File: config.mk
export PLATFORM = sky130hd
export DESIGN_NAME = ntt_ctrl
export DESIGN_NICKNAME = d
export VERILOG_FILES = /design/src/rtl/ntt_pkg.sv /design/src/rtl/ntt_delay_line.sv /design/src/rtl/ntt_ctrl.sv
export SDC_FILE = /design/constraint.sdc
export NUM_CORES = 1
export LEC_CHECK = 0
export BUFFER_PORTS_ARGS = -buffer_cell sky130_fd_sc_hd__buf_4
export CAP_MARGIN = 20
export CORE_MARGIN = 3
export CORE_UTILIZATION = 60
export CTS_BUF_LIST = sky130_fd_sc_hd__clkbuf_8 sky130_fd_sc_hd__clkbuf_16
export CTS_CLUSTER_DIAMETER = 150
export DETAILED_ROUTE_END_ITERATION = 16
export GPL_ROUTABILITY_DRIVEN = 0
export HOLD_SLACK_MARGIN = 0.12
export PLACE_DENSITY_LB_ADDON = 0.15
export RECOVER_POWER = 50
export REMOVE_ABC_BUFFERS = 1
export SYNTH_ARGS = -nofsm -noshare
export SYNTH_HDL_FRONTEND = slang
export SYNTH_HIERARCHICAL = 1
export SYNTH_SLANG_ARGS = --single-unit
File: constraint.sdc
create_clock -name clk_i -period 7.25 [get_ports clk_i]
set_clock_uncertainty 0.05 [all_clocks]
set_input_delay 1.45 -clock clk_i [delete_from_list [all_inputs] [get_ports clk_i]]
set_output_delay 1.45 -clock clk_i [all_outputs]
set_load 0.01 [all_outputs]
File: src/rtl/ntt_pkg.sv
// Shared constants and FSM state encoding for the NTT address/sequence controller.
package ntt_pkg;

    localparam int unsigned NTT_N     = 32'd256;
    localparam int unsigned NTT_LOG_N = 32'd8;
    localparam int unsigned NTT_Q     = 32'd8380417;

    typedef enum logic [1:0] {
        ST_IDLE  = 2'd0,
        ST_RUN   = 2'd1,
        ST_DRAIN = 2'd2,
        ST_DONE  = 2'd3
    } ntt_state_e;

endpackage

File: src/rtl/ntt_delay_line.sv
// Fixed-depth register pipeline that carries read enable/addresses forward
// so writes land on the same pair once the RAM read and butterfly have completed.
module ntt_delay_line #(
    parameter int unsigned DEPTH = 32'd3,
    parameter int unsigned WIDTH = 32'd17
) (
    input  logic             clk_i,
    input  logic             rst_ni,
    input  logic [WIDTH-1:0] d_i,
    output logic [WIDTH-1:0] q_o
);

    logic [WIDTH-1:0] pipe_q [DEPTH];

    // Shift register; reset flushes any in-flight write request.
    always_ff @(posedge clk_i or negedge rst_ni) begin
        if (!rst_ni) begin
            for (int i = 0; i < int'(DEPTH); i++) begin
                pipe_q[i] <= {WIDTH{1'b0}};
            end
        end else begin
            pipe_q[0] <= d_i;
            for (int i = 1; i < int'(DEPTH); i++) begin
                pipe_q[i] <= pipe_q[i-1];
            end
        end
    end

    assign q_o = pipe_q[DEPTH-1];

endmodule

File: src/rtl/ntt_ctrl.sv
// NTT stage/pair sequencer: walks LOG_N stages of N/2 butterflies, generating
// RAM read/write addresses, twiddle indices and butterfly configuration.
module ntt_ctrl
    import ntt_pkg::*;
#(
    parameter int unsigned N      = NTT_N,
    parameter int unsigned LOG_N  = NTT_LOG_N,
    parameter int unsigned BF_LAT = 32'd2
) (
    input  logic             clk_i,
    input  logic             rst_ni,
    input  logic             start_i,
    input  logic             mode_i,
    input  logic             stall_i,
    output logic             busy_o,
    output logic             done_o,
    output logic             rd_en_o,
    output logic [LOG_N-1:0] rd_addr_a_o,
    output logic [LOG_N-1:0] rd_addr_b_o,
    output logic [LOG_N-1:0] twiddle_idx_o,
    output logic             sel_butterfly_o,
    output logic             sel_red_o,
    output logic             wr_en_o,
    output logic [LOG_N-1:0] wr_addr_a_o,
    output logic [LOG_N-1:0] wr_addr_b_o
);

    localparam int unsigned     SW         = (LOG_N > 32'd1) ? $clog2(LOG_N) : 32'd1;
    localparam int unsigned     DW         = $clog2(BF_LAT + 32'd2);
    localparam logic [LOG_N-1:0] HALF_N     = LOG_N'(N / 32'd2);
    localparam logic [SW-1:0]    LAST_STAGE = SW'(LOG_N - 32'd1);
    localparam logic [DW-1:0]    DRAIN_LAST = DW'(BF_LAT);

    ntt_state_e       state_q, state_d;
    logic [SW-1:0]    stage_q, stage_d;
    logic [LOG_N-1:0] j_q, j_d;
    logic [DW-1:0]    drain_q, drain_d;
    logic             mode_q, mode_d;
    logic             busy_q, busy_d;
    logic             done_q, done_d;
    logic             sel_bf_q, sel_bf_d;
    logic             sel_red_q, sel_red_d;

    logic             rd_en_q;
    logic [LOG_N-1:0] rd_a_q, rd_b_q, tw_q;

    logic             issue_s;
    logic             iss_mode_s;
    logic [SW-1:0]    iss_stage_s;
    logic [LOG_N-1:0] iss_j_s;

    logic [LOG_N-1:0] lg_s, len_s, grp_s, off_s;
    logic [LOG_N-1:0] addr_a_s, addr_b_s, tw_s;
    logic [2*LOG_N:0] wr_bus_s;

    // Pair addressing: len is a power of two, so divide/modulo reduce to shift/mask.
    always_comb begin
        lg_s     = iss_mode_s ? LOG_N'(iss_stage_s)
                              : (LOG_N'(LOG_N - 32'd1) - LOG_N'(iss_stage_s));
        len_s    = LOG_N'(1) << lg_s;
        grp_s    = iss_j_s >> lg_s;
        off_s    = iss_j_s & (len_s - LOG_N'(1));
        addr_a_s = (grp_s << (lg_s + LOG_N'(1))) | off_s;
        addr_b_s = addr_a_s + len_s;
        tw_s     = (LOG_N'(1) << (LOG_N'(LOG_N - 32'd1) - lg_s)) + grp_s;
    end

    // Next-state logic; entering RUN issues pair 0 in the same edge so no cycle is lost.
    always_comb begin
        state_d     = state_q;
        stage_d     = stage_q;
        j_d         = j_q;
        drain_d     = drain_q;
        mode_d      = mode_q;
        busy_d      = busy_q;
        done_d      = 1'b0;
        sel_bf_d    = sel_bf_q;
        sel_red_d   = sel_red_q;
        issue_s     = 1'b0;
        iss_mode_s  = mode_q;
        iss_stage_s = stage_q;
        iss_j_s     = j_q;
        case (state_q)
            ST_IDLE: begin
                if (start_i) begin
                    state_d     = ST_RUN;
                    mode_d      = mode_i;
                    stage_d     = {SW{1'b0}};
                    busy_d      = 1'b1;
                    sel_bf_d    = mode_i;
                    sel_red_d   = mode_i & (LAST_STAGE == {SW{1'b0}});
                    iss_mode_s  = mode_i;
                    iss_stage_s = {SW{1'b0}};
                    iss_j_s     = {LOG_N{1'b0}};
                    issue_s     = ~stall_i;
                    j_d         = issue_s ? LOG_N'(1) : {LOG_N{1'b0}};
                end else begin
                    busy_d    = 1'b0;
                    sel_bf_d  = 1'b0;
                    sel_red_d = 1'b0;
                end
            end
            ST_RUN: begin
                if (j_q == HALF_N) begin
                    state_d = ST_DRAIN;
                    drain_d = {DW{1'b0}};
                end else if (!stall_i) begin
                    issue_s = 1'b1;
                    j_d     = j_q + LOG_N'(1);
                end else begin
                    issue_s = 1'b0;
                end
            end
            ST_DRAIN: begin
                if (drain_q == DRAIN_LAST) begin
                    if (stage_q == LAST_STAGE) begin
                        state_d = ST_DONE;
                        done_d  = 1'b1;
                        busy_d  = 1'b0;
                    end else begin
                        state_d     = ST_RUN;
                        stage_d     = stage_q + SW'(1);
                        sel_red_d   = mode_q & (stage_d == LAST_STAGE);
                        iss_stage_s = stage_d;
                        iss_j_s     = {LOG_N{1'b0}};
                        issue_s     = ~stall_i;
                        j_d         = issue_s ? LOG_N'(1) : {LOG_N{1'b0}};
                    end
                end else begin
                    drain_d = drain_q + DW'(1);
                end
            end
            ST_DONE: begin
                state_d   = ST_IDLE;
                sel_bf_d  = 1'b0;
                sel_red_d = 1'b0;
            end
            default: begin
                state_d   = ST_IDLE;
                busy_d    = 1'b0;
                sel_bf_d  = 1'b0;
                sel_red_d = 1'b0;
            end
        endcase
    end

    // FSM state and all externally visible read-side outputs.
    always_ff @(posedge clk_i or negedge rst_ni) begin
        if (!rst_ni) begin
            state_q   <= ST_IDLE;
            stage_q   <= {SW{1'b0}};
            j_q       <= {LOG_N{1'b0}};
            drain_q   <= {DW{1'b0}};
            mode_q    <= 1'b0;
            busy_q    <= 1'b0;
            done_q    <= 1'b0;
            sel_bf_q  <= 1'b0;
            sel_red_q <= 1'b0;
            rd_en_q   <= 1'b0;
            rd_a_q    <= {LOG_N{1'b0}};
            rd_b_q    <= {LOG_N{1'b0}};
            tw_q      <= {LOG_N{1'b0}};
        end else begin
            state_q   <= state_d;
            stage_q   <= stage_d;
            j_q       <= j_d;
            drain_q   <= drain_d;
            mode_q    <= mode_d;
            busy_q    <= busy_d;
            done_q    <= done_d;
            sel_bf_q  <= sel_bf_d;
            sel_red_q <= sel_red_d;
            rd_en_q   <= issue_s;
            if (issue_s) begin
                rd_a_q <= addr_a_s;
                rd_b_q <= addr_b_s;
                tw_q   <= tw_s;
            end else begin
                rd_a_q <= rd_a_q;
                rd_b_q <= rd_b_q;
                tw_q   <= tw_q;
            end
        end
    end

    ntt_delay_line #(
        .DEPTH (BF_LAT + 32'd1),
        .WIDTH (32'd2 * LOG_N + 32'd1)
    ) u_wr_dly (
        .clk_i  (clk_i),
        .rst_ni (rst_ni),
        .d_i    ({rd_en_q, rd_a_q, rd_b_q}),
        .q_o    (wr_bus_s)
    );

    assign busy_o          = busy_q;
    assign done_o          = done_q;
    assign rd_en_o         = rd_en_q;
    assign rd_addr_a_o     = rd_a_q;
    assign rd_addr_b_o     = rd_b_q;
    assign twiddle_idx_o   = tw_q;
    assign sel_butterfly_o = sel_bf_q;
    assign sel_red_o       = sel_red_q;
    assign wr_en_o         = wr_bus_s[2*LOG_N];
    assign wr_addr_a_o     = wr_bus_s[2*LOG_N-1:LOG_N];
    assign wr_addr_b_o     = wr_bus_s[LOG_N-1:0];

endmodule
==> impl_metrics.csv, run 1 <==
group,metric,value,unit
synthesis,synth-main-ff-cell,"dfrtp_1",
clock_tree,root_buffer,"clkbuf_8",
worst_setup_path,worstPathRequired,7.48,ns
cells_and_area,drive_gt1_share,13.8,%
timing,maxSlewViolCount,98,
global_routing,grt_pass1_wl,19.6,mm
route,routedWlPerCell,17.0,µm
clock_tree,ctsHoldBuffers,0,
cells_and_area,diodes,0,
synthesis,synth_common_cells,"96 x dfrtp_1, 66 x nand2_1, 36 x nor2_1",
route,wl_met3,984,µm
global_routing,grt_pass1_vias,4046,
min_path,hp-class,"flip-flop to flip-flop",
pwr,p_switching,1.54,mW
clock_tree,cts_made_buffers,9,
route,drc,0,
clock_tree,cts.sinks,96,
synthesis,synth_enable_flop_cells,0,
placement,hpwl,8.84,mm
pwr,clock_power_share,11.1,%
route,wl_met2,5.36,mm
cells_and_area,finalNonFillerCells,698,
timing,setup_viol,0,
timing,slew_headroom,-125,%
timing,rsz0062_at_grt,"no",
pwr,p_leak,2.84,nW
route,wl_met1,5.20,mm
synthesis,yosysMostFrequentCell,"dfrtp_1",
timing,fin_crit_sh,91.0,%
clock_tree,clock_latency,0.36,ns
pwr,combPwrFrac,62.3,%
floorplan,die_h,101,µm
pwr,seq_power_share,26.6,%
cells_and_area,final_util,69.5,%
clock_tree,cts_setup_buffers,0,
placement,placed_cells,683,
status,status,"complete, but fails checks",
worst_setup_path,worstSetupPathType,"primary input to flip-flop",
synthesis,synth_top_area_cell,"dfrtp_1",
global_routing,grt_overflow,0,
route,drt_iter0_markers,404,
floorplan,die-area,0.0102,mm²
route,dr.pass1.iters,7,
synthesis,syn_inst,562,
timing,worst_slew_pin_slew,3.37,ns
clock_tree,cts_resized,0,
synthesis,synth_seq_cells,96,
synthesis,ys_async_sr_fraction,100,%
worst_setup_path,arrival,6.83,ns
floorplan,fp.dieW,101,µm
cells_and_area,final_nets,629,
synthesis,yosysSeqAreaShare,44.5,%
route,totalWireLength,11.8,mm
timing,period_minus_slack,6.60,ns
global_routing,gr-usage-all-layers,24.3,%
cells_and_area,area_growth,9.04,%
synthesis,synth_top_area_share,44.5,%
timing,tns,0,ns
clock_tree,cts.reportedPaths.clkPinSlew,0.09,ns
clock_tree,cts_tree,"built",
synthesis,syn_area,0.00540,mm²
floorplan,start_util,63.8,%
synthesis,yosys_warnings,6,
floorplan,coreArea,0.00846,mm²
pwr,swShare,48.4,%
placement,port_buffers,50,
worst_setup_path,crit_path_start_kind,"primary input",
floorplan,rows,33,
synthesis,ys_types,75,
clock_tree,h-tree-depth,3,
pwr,finalPower,3.19,mW
synthesis,synth_area_leaders,"dfrtp_1 45%, ha_1 7.6%, nand2_1 4.6%",
timing,max_freq,152,MHz
floorplan,ios,51,
global_routing,antenna_found_initial,0,
route,vias_per_cell,6.21,
synthesis,postSynthAreaPerCell,9.60,µm²
pwr,p_per_area,543,mW/mm²
clock_tree,clockBufferDepth,2,
global_routing,grt_max_degree,69,
pwr,vdd.ir_drop.worst,255,µV
worst_setup_path,path_max_fanout,14,
route,drtAntennaViolNets,0,
timing,hold_viol,0,
route,routed.top_layer,"met4",
flow_run,drv_cap,2,
worst_setup_path,crit_path_end_kind,"flip-flop",
pwr,p_int,1.65,mW
route,vias,4337,
status,failed_checks,"max-capacitance violations, max-slew violations",
-- per-layer routing --
| metal | up-vias | track usage [%] |
|---|---|---|
| met1 | 2060 | 33.8 |
| li1 | 2040 | - |
| met4 | 0 | 9.43 |
| met5 | - | 0 |
| met3 | 29 | 5.19 |
| met2 | 208 | 37.4 |
-- layout by cell type, fill, tap and decap left out, types with 4 or more instances in the layout --
master    synthesis  final
nand2b_1          6      6
a32o_1            5      5
xor2_1            7      7
clkbuf_8          0     11
dfrtp_1          96     96
nor2_1           36     36
a31oi_1           5      5
a21o_1            6      6
nor2b_1           7      7
o21ai_0          34     34
buf_4            18     49
or3_1             4      4
a211oi_1          8      8
mux2i_1           7      8
nor3_1           19     19
inv_1            28     28
nand3_1          22     22
a21oi_1          31     31
and2_1            7      7
and3_1            6      6
ha_1             33     33
xnor2_1          13     13
nand2_1          66     66
o211ai_1          4      4
nand4_1           8      8
-- final timing paths --
check / slack [ns] / from / cells past startpoint / to
max in group asynchronous: 1.90 / rst_ni / 2 / rd_addr_b_o[5]
max: 0.65 / start_i / 22 / rd_addr_b_o[7]
max reg2reg: 0.79 / state_q[0] / 23 / rd_addr_b_o[7]
min in group asynchronous: 1.39 / rst_ni / 1 / state_q[0]
min: 0.30 / u_wr_dly/pipe_q[37] / 0 / u_wr_dly/pipe_q[20]
min reg2reg: 0.30 / u_wr_dly/pipe_q[37] / 0 / u_wr_dly/pipe_q[20]
-- critical path, cell delays in order --
cell and delay (ns):
clkbuf_1 0.25, mux2i_1 0.25, a221oi_4 0.65, xnor2_2 0.40, inv_4 0.16, ha_1 0.32, nand2_1 0.15, ha_1 0.24
nor2b_1 0.28, nor3_1 0.08, a41o_1 0.27, a31oi_1 0.23, nand2_1 0.09, a311oi_1 0.29, a311oi_2 0.11, ha_1 0.37
a21oi_1 0.21, o21ai_0 0.20, xnor2_1 0.19, a2111oi_0 0.44, a221oi_1 0.11, o211ai_2 0.09
-- registers in the layout, indices dropped and copies added, names as in the netlist --
name and flops:
u_wr_dly/pipe_q 34, u_wr_dly/q_o 17, j_q 8, rd_addr_a_o 8, rd_addr_b_o 8, twiddle_idx_o 8
stage_q 3, drain_q 2, state_q 2, busy_o 1, done_o 1, mode_q 1
rd_en_o 1, sel_butterfly_o 1, sel_red_o 1
-- through the flow --
| step | setup WS (ns) | hold slack (ns) | area (µm²) |
|---|---|---|---|
| floorplan | 1.37 | 0.281 | 5170 |
| global placement | 0.905 | 0.282 | 5700 |
| detailed placement | 0.588 | 0.285 | 5700 |
| CTS | 0.955 | 0.301 | 5900 |
| global route | 0.275 | 0.305 | 5890 |
| finish | 0.651 | 0.297 | 5890 |
-- cell type report --
type / instances / area (µm²)
repair buffers: 52 / 379
fillers: 641 / 2580
clock inverters: 4 / 52.6
well taps: 105 / 131
clock buffers: 11 / 151
multi-input cells: 397 / 2640
flip-flops and latches: 96 / 2400
inverters: 33 / 126
-- power groups by stage --
stage / clock network [mW] / logic [mW] / registers, mW
final: 0.354 / 1.99 / 0.849
after global routing: 0.392 / 2.18 / 0.876
after CTS: 0.365 / 1.95 / 0.851
after detailed placement: 0 / 1.94 / 0.862
after global placement: 0 / 1.90 / 0.850
after floorplan: 0 / 1.35 / 0.878
-- logic make-up (layout without fill, tap and decap cells) --
| kind of cell | Yosys count | count (layout) | share of synthesized area [%] |
|---|---|---|---|
| buffers and inverters | 69 | 100 | 6.47 |
| adder cells (fa/ha/maj) | 35 | 35 | 8.39 |
| AO/OA/AOI/OAI | 143 | 143 | 18.7 |
| XOR/XNOR | 21 | 21 | 3.55 |
| flip-flops | 96 | 96 | 44.5 |
| multiplexers | 10 | 10 | 1.97 |
| AND/OR/NAND/NOR | 188 | 188 | 16.4 |
Power figures use the tool's default switching activity.
==> run 2: changes to the inputs <==
RECOVER_POWER = default   (was 50)
==> run 2 against run 1 <==
Against the previous run:
- critical endpoint unchanged
- global-route usage unchanged
- the flow now finishes without violations
- critical path depth is the same
- routed wire length hardly changed
==> impl_metrics.csv, run 2 (synthesized netlist as in run 1, its figures left out) <==
group,metric,value,unit
global_routing,antenna_found_initial,0,
cells_and_area,fin_area,0.00590,mm²
timing,hold_viol,0,
clock_tree,ctsHoldBuffers,0,
global_routing,grt_max_degree,69,
worst_setup_path,path_max_fanout,14,
route,vias,4332,
cells_and_area,largest_reg_flops,34,
route,routedWlPerCell,17.0,µm
worst_setup_path,worstPathRequired,7.48,ns
placement,placed_cells,683,
placement,placed_cell_area,0.00570,mm²
timing,slew_headroom,40.9,%
route,drt_iter0_markers,470,
route,dr.pass1.iters,6,
timing,period_minus_slack,6.49,ns
worst_setup_path,arrival,6.72,ns
route,drc,0,
cells_and_area,final_nets,629,
worst_setup_path,crit_path_start,"start_i",
floorplan,coreArea,0.00846,mm²
cells_and_area,final_cell_mix,"96 x dfrtp_1, 66 x nand2_1, 52 x buf_4",
cells_and_area,diodes,0,
flow_run,drv_cap,0,
clock_tree,h-tree-depth,3,
route,totalWireLength,11.8,mm
floorplan,start_util,63.8,%
worst_setup_path,crit_path_end_kind,"flip-flop",
min_path,holdCritStartpoint,"u_wr_dly/pipe_q[41]",
floorplan,fp.dieW,101,µm
clock_tree,clock_latency,0.36,ns
timing,setup_viol,0,
clock_tree,cts_tree,"built",
timing,worst_slew_pin_slew,0.882,ns
clock_tree,cts_setup_buffers,0,
global_routing,grt_overflow,0,
timing,maxSlewViolCount,0,
cells_and_area,area_growth,9.32,%
timing,max_freq,154,MHz
clock_tree,cts_resized,0,
placement,hpwl,8.84,mm
timing,fin_crit_sh,89.5,%
min_path,hp-class,"flip-flop to flip-flop",
worst_setup_path,reg2reg_from,"state_q[0]",
route,vias_per_cell,6.21,
timing,tns,0,ns
cells_and_area,final_util,69.7,%
route,drtAntennaViolNets,0,
global_routing,grt_pass1_wl,19.6,mm
clock_tree,cts.reportedPaths.clkPinSlew,0.08,ns
global_routing,gr-usage-all-layers,24.3,%
clock_tree,clockBufferDepth,2,
clock_tree,cts_made_buffers,9,
floorplan,ios,51,
cells_and_area,drive_gt1_share,14.5,%
clock_tree,cts.sinks,96,
worst_setup_path,worstSetupPathType,"primary input to flip-flop",
placement,port_buffers,50,
cells_and_area,finalNonFillerCells,698,
clock_tree,root_buffer,"clkbuf_8",
floorplan,rows,33,
status,status,"complete, no violations",
global_routing,grt_pass1_vias,4046,
floorplan,die-area,0.0102,mm²
worst_setup_path,crit_path_start_kind,"primary input",
cells_and_area,largest_register,"u_wr_dly/pipe_q",
cells_and_area,final_common_cell,"dfrtp_1",
timing,rsz0062_at_grt,"no",
floorplan,die_h,101,µm
-- run 2: cell types whose count changed in the layout (fill, tap and decap cells not counted) --
| cell | previous run | this run |
|---|---|---|
| buf_4 | 49 | 52 |
| mux2i_1 | 8 | 7 |
| clkbuf_1 | 3 | 0 |
| mux2i_2 | 0 | 1 |
-- run 2: final timing paths --
check / end / slack (ns) / cells after the start
worst max-delay path: rd_addr_b_o[7] / 0.76 / 22
worst min-delay path: u_wr_dly/pipe_q[24] / 0.30 / 0
min in group asynchronous: state_q[0] / 0.95 / 1
worst max register to register: rd_addr_b_o[7] / 0.80 / 23
max in group asynchronous: rd_addr_b_o[5] / 5.07 / 2
worst min register to register: u_wr_dly/pipe_q[24] / 0.30 / 0
-- run 2: through the flow --
step                setup WS [ns]  hold WS, ns
floorplan                    1.37        0.281
global placement            0.905        0.282
detailed placement          0.588        0.285
CTS                         0.955        0.301
global route                0.418        0.305
finish                      0.758        0.302
-- run 2: area by class of cell --
type                            instances  area, µm²
Fill cell                             636       2560
Clock inverter                          4       52.6
Tap cell                              105        131
Clock buffer                           11        151
Sequential cell                        96       2400
Timing Repair Buffer                   52        390
Inverter                               33        126
Multi-Input combinational cell        397       2650
-- run 2: routing by layer --
layer / share of wire, % / GRT usage, % / up-vias
met5: 0 / 0 / -
met4: 2.5 / 9.43 / 0
met3: 8.4 / 5.19 / 32
met2: 45 / 37.4 / 203
met1: 44 / 33.8 / 2056
li1: - / - / 2041
-- run 2: critical path: stages --
cell	delay, ns
buf_4	0.14
mux2i_2	0.31
a221oi_4	0.20
xnor2_2	0.72
inv_4	0.16
ha_1	0.32
nand2_1	0.15
ha_1	0.24
nor2b_1	0.29
nor3_1	0.10
a41o_1	0.28
a31oi_1	0.23
nand2_1	0.09
a311oi_1	0.29
a311oi_2	0.12
ha_1	0.37
a21oi_1	0.21
o21ai_0	0.20
xnor2_1	0.19
a2111oi_0	0.44
a221oi_1	0.12
o211ai_2	0.09
Power of run 2 is left out: the tool's default activity adds up to more than one toggle a clock period on the data nets, which glitch-free logic cannot reach.
==> run 3: changes to the inputs <==
--- a/config.mk
+++ b/config.mk
@@ -8,6 +8,6 @@
 export BUFFER_PORTS_ARGS = -buffer_cell sky130_fd_sc_hd__buf_4
 export CAP_MARGIN = 20
-export CORE_MARGIN = 3
-export CORE_UTILIZATION = 60
+export CORE_MARGIN = 2
+export CORE_UTILIZATION = 64
 export CTS_BUF_LIST = sky130_fd_sc_hd__clkbuf_8 sky130_fd_sc_hd__clkbuf_16
 export CTS_CLUSTER_DIAMETER = 150
==> constraint.sdc (replaced) <==
create_clock -name clk_i -period 8.4 [get_ports clk_i]
set_clock_uncertainty 0.05 [all_clocks]
set_input_delay 0 -clock clk_i [delete_from_list [all_inputs] [get_ports clk_i]]
set_output_delay 0 -clock clk_i [all_outputs]
set_load 0.01 [all_outputs]
==> run 3 against run 2 <==
Against the previous run:
- register-to-register slack better by 1.1 ns
- non-clock buffer count up 7
- via count up 2.1%
- critical path type is now flip-flop to flip-flop
- first-iteration DRC count down 23%
- clock-buffer cell count down 1
- worst setup slack better by 1.2 ns
- global-route usage up 3.7 points
- die area down 9.7%
- final cell count up 1.1%
- critical path depth up 1
- routed wire length up 3.8%
==> impl_metrics.csv, run 3 (synthesized netlist as in run 1, its figures left out) <==
group,metric,value,unit
worst_setup_path,crit_path_end_kind,"flip-flop",
clock_tree,root_buffer,"clkbuf_8",
route,dr.pass1.iters,5,
cells_and_area,final_nets,636,
worst_setup_path,crit_slowest_cell,"a221oi_4",
timing,tns,0,ns
clock_tree,clockBufferDepth,2,
clock_tree,h-tree-depth,3,
cells_and_area,largest_reg_flops,34,
cells_and_area,area_growth,10.8,%
worst_setup_path,path_max_fanout,20,
route,drt_iter0_markers,364,
timing,period_minus_slack,6.49,ns
global_routing,grt_max_degree,76,
worst_setup_path,reg2reg_from,"state_q[0]",
min_path,holdCritStartpoint,"u_wr_dly/pipe_q[45]",
flow_run,drv_cap,0,
floorplan,die-area,0.00918,mm²
worst_setup_path,arrival,6.67,ns
worst_setup_path,crit_path_start_kind,"flip-flop",
global_routing,grt_pass1_vias,4029,
timing,rsz0062_at_grt,"no",
floorplan,die_h,95.8,µm
clock_tree,cts_made_buffers,9,
worst_setup_path,worstPathRequired,8.58,ns
cells_and_area,final_cell_mix,"96 x dfrtp_1, 66 x nand2_1, 52 x buf_4",
route,vias_per_cell,6.26,
floorplan,start_util,66.0,%
clock_tree,cts.reportedPaths.clkPinSlew,0.10,ns
timing,slew_headroom,40.7,%
route,totalWireLength,12.3,mm
timing,setup_viol,0,
clock_tree,clock_latency,0.36,ns
route,vias,4421,
min_path,hold_depth,0,
timing,maxSlewViolCount,0,
route,routedWlPerCell,17.4,µm
status,status,"complete, no violations",
timing,fin_crit_sh,77.3,%
worst_setup_path,max_stage_delay,0.63,ns
worst_setup_path,reg2reg_depth,23,
timing,worst_slew_pin_slew,0.885,ns
min_path,hp-class,"flip-flop to flip-flop",
worst_setup_path,crit_chain,"inv_1 > ha_1 > mux2i_2 > a221oi_4 > xnor2_2 > inv_4 > ha_1 > nand2_1 > ha_1 > nor2b_1 > nor3_1 > a41o_1 > a31oi_1 > nand2_1 > a311oi_1 > a311oi_2 > ha_1 > a21oi_1 > o21ai_0 > xor2_1 > nor2_1 > a221oi_1 > o211ai_2",
global_routing,gr-usage-all-layers,28.0,%
floorplan,rows,33,
route,drtAntennaViolNets,0,
global_routing,grt_pass1_wl,19.8,mm
floorplan,coreArea,0.00818,mm²
cells_and_area,final_common_cell,"dfrtp_1",
worst_setup_path,crit_path_start,"state_q[0]",
route,drc,0,
cells_and_area,drive_gt1_share,14.6,%
placement,hpwl,9.00,mm
floorplan,fp.dieW,95.8,µm
timing,max_freq,154,MHz
worst_setup_path,worstSetupPathType,"flip-flop to flip-flop",
timing,hold_viol,0,
cells_and_area,diodes,0,
placement,port_buffers,50,
global_routing,antenna_found_initial,0,
cells_and_area,largest_register,"u_wr_dly/pipe_q",
clock_tree,cts_tree,"built",
global_routing,grt_overflow,0,
floorplan,ios,51,
clock_tree,cts.sinks,96,
worst_setup_path,crit_top_cell,"ha_1",
[run 3: path summary, 6_finish.rpt]
check,end,slack [ns]
worst max-delay path,rd_addr_b_o[7],1.91
max in group asynchronous,mode_q,7.32
worst max register to register,rd_addr_b_o[7],1.91
worst min register to register,u_wr_dly/pipe_q[28],0.30
min in group asynchronous,u_wr_dly/pipe_q[27],0.35
worst min-delay path,u_wr_dly/pipe_q[28],0.30
[run 3: cell type report]
type	instances	area [µm²]
Fill cell	619	2200
Clock buffer	10	138
Sequential cell	96	2400
Multi-Input combinational cell	397	2650
Inverter	33	126
Tap cell	105	131
Timing Repair Buffer	59	478
Clock inverter	6	57.6
[run 3: routing by layer]
metal	GRT usage [%]	vias to the layer above	part of all wire (%)	routed length [µm]
met3	5.09	49	8.6	1060
met1	38.6	2089	42	5200
met2	45.0	228	46	5670
met4	9.05	0	2.9	361
li1	-	2055	-	-
met5	0	-	0	0
[run 3: repair_timing]
action | CTS | global route
endpoints found under the hold margin | 27 | 0
buffers inserted | 0 | 0
gates resized for setup | 0 | 0
hold buffers | 6 | 0
[run 3: critical path, delay by kind of cell (launching register included)]
kind / cells / cell delay, ns
xor+xnor: 2 / 0.65
buf+inv: 2 / 0.25
fa+ha+maj: 4 / 1.50
compound gates: 9 / 2.47
flops: 1 / 0.45
mux: 1 / 0.27
simple gates: 5 / 0.67
[run 3: stage by stage]
stage | hold WS, ns | util, % | area (µm²) | std cells | setup slack (ns)
after floorplan | -0.346 | - | 5170 | 526 | 2.96
final | 0.298 | 73.1 | 5980 | 706 | 1.91
after global routing | 0.302 | 73.1 | 5980 | 706 | 1.41
after CTS | 0.298 | 72.8 | 5950 | 705 | 2.07
after global placement | -0.144 | 69.7 | 5700 | 683 | 2.56
after detailed placement | -0.136 | 69.7 | 5700 | 683 | 2.12
Power of run 3 is left out for the same reason.
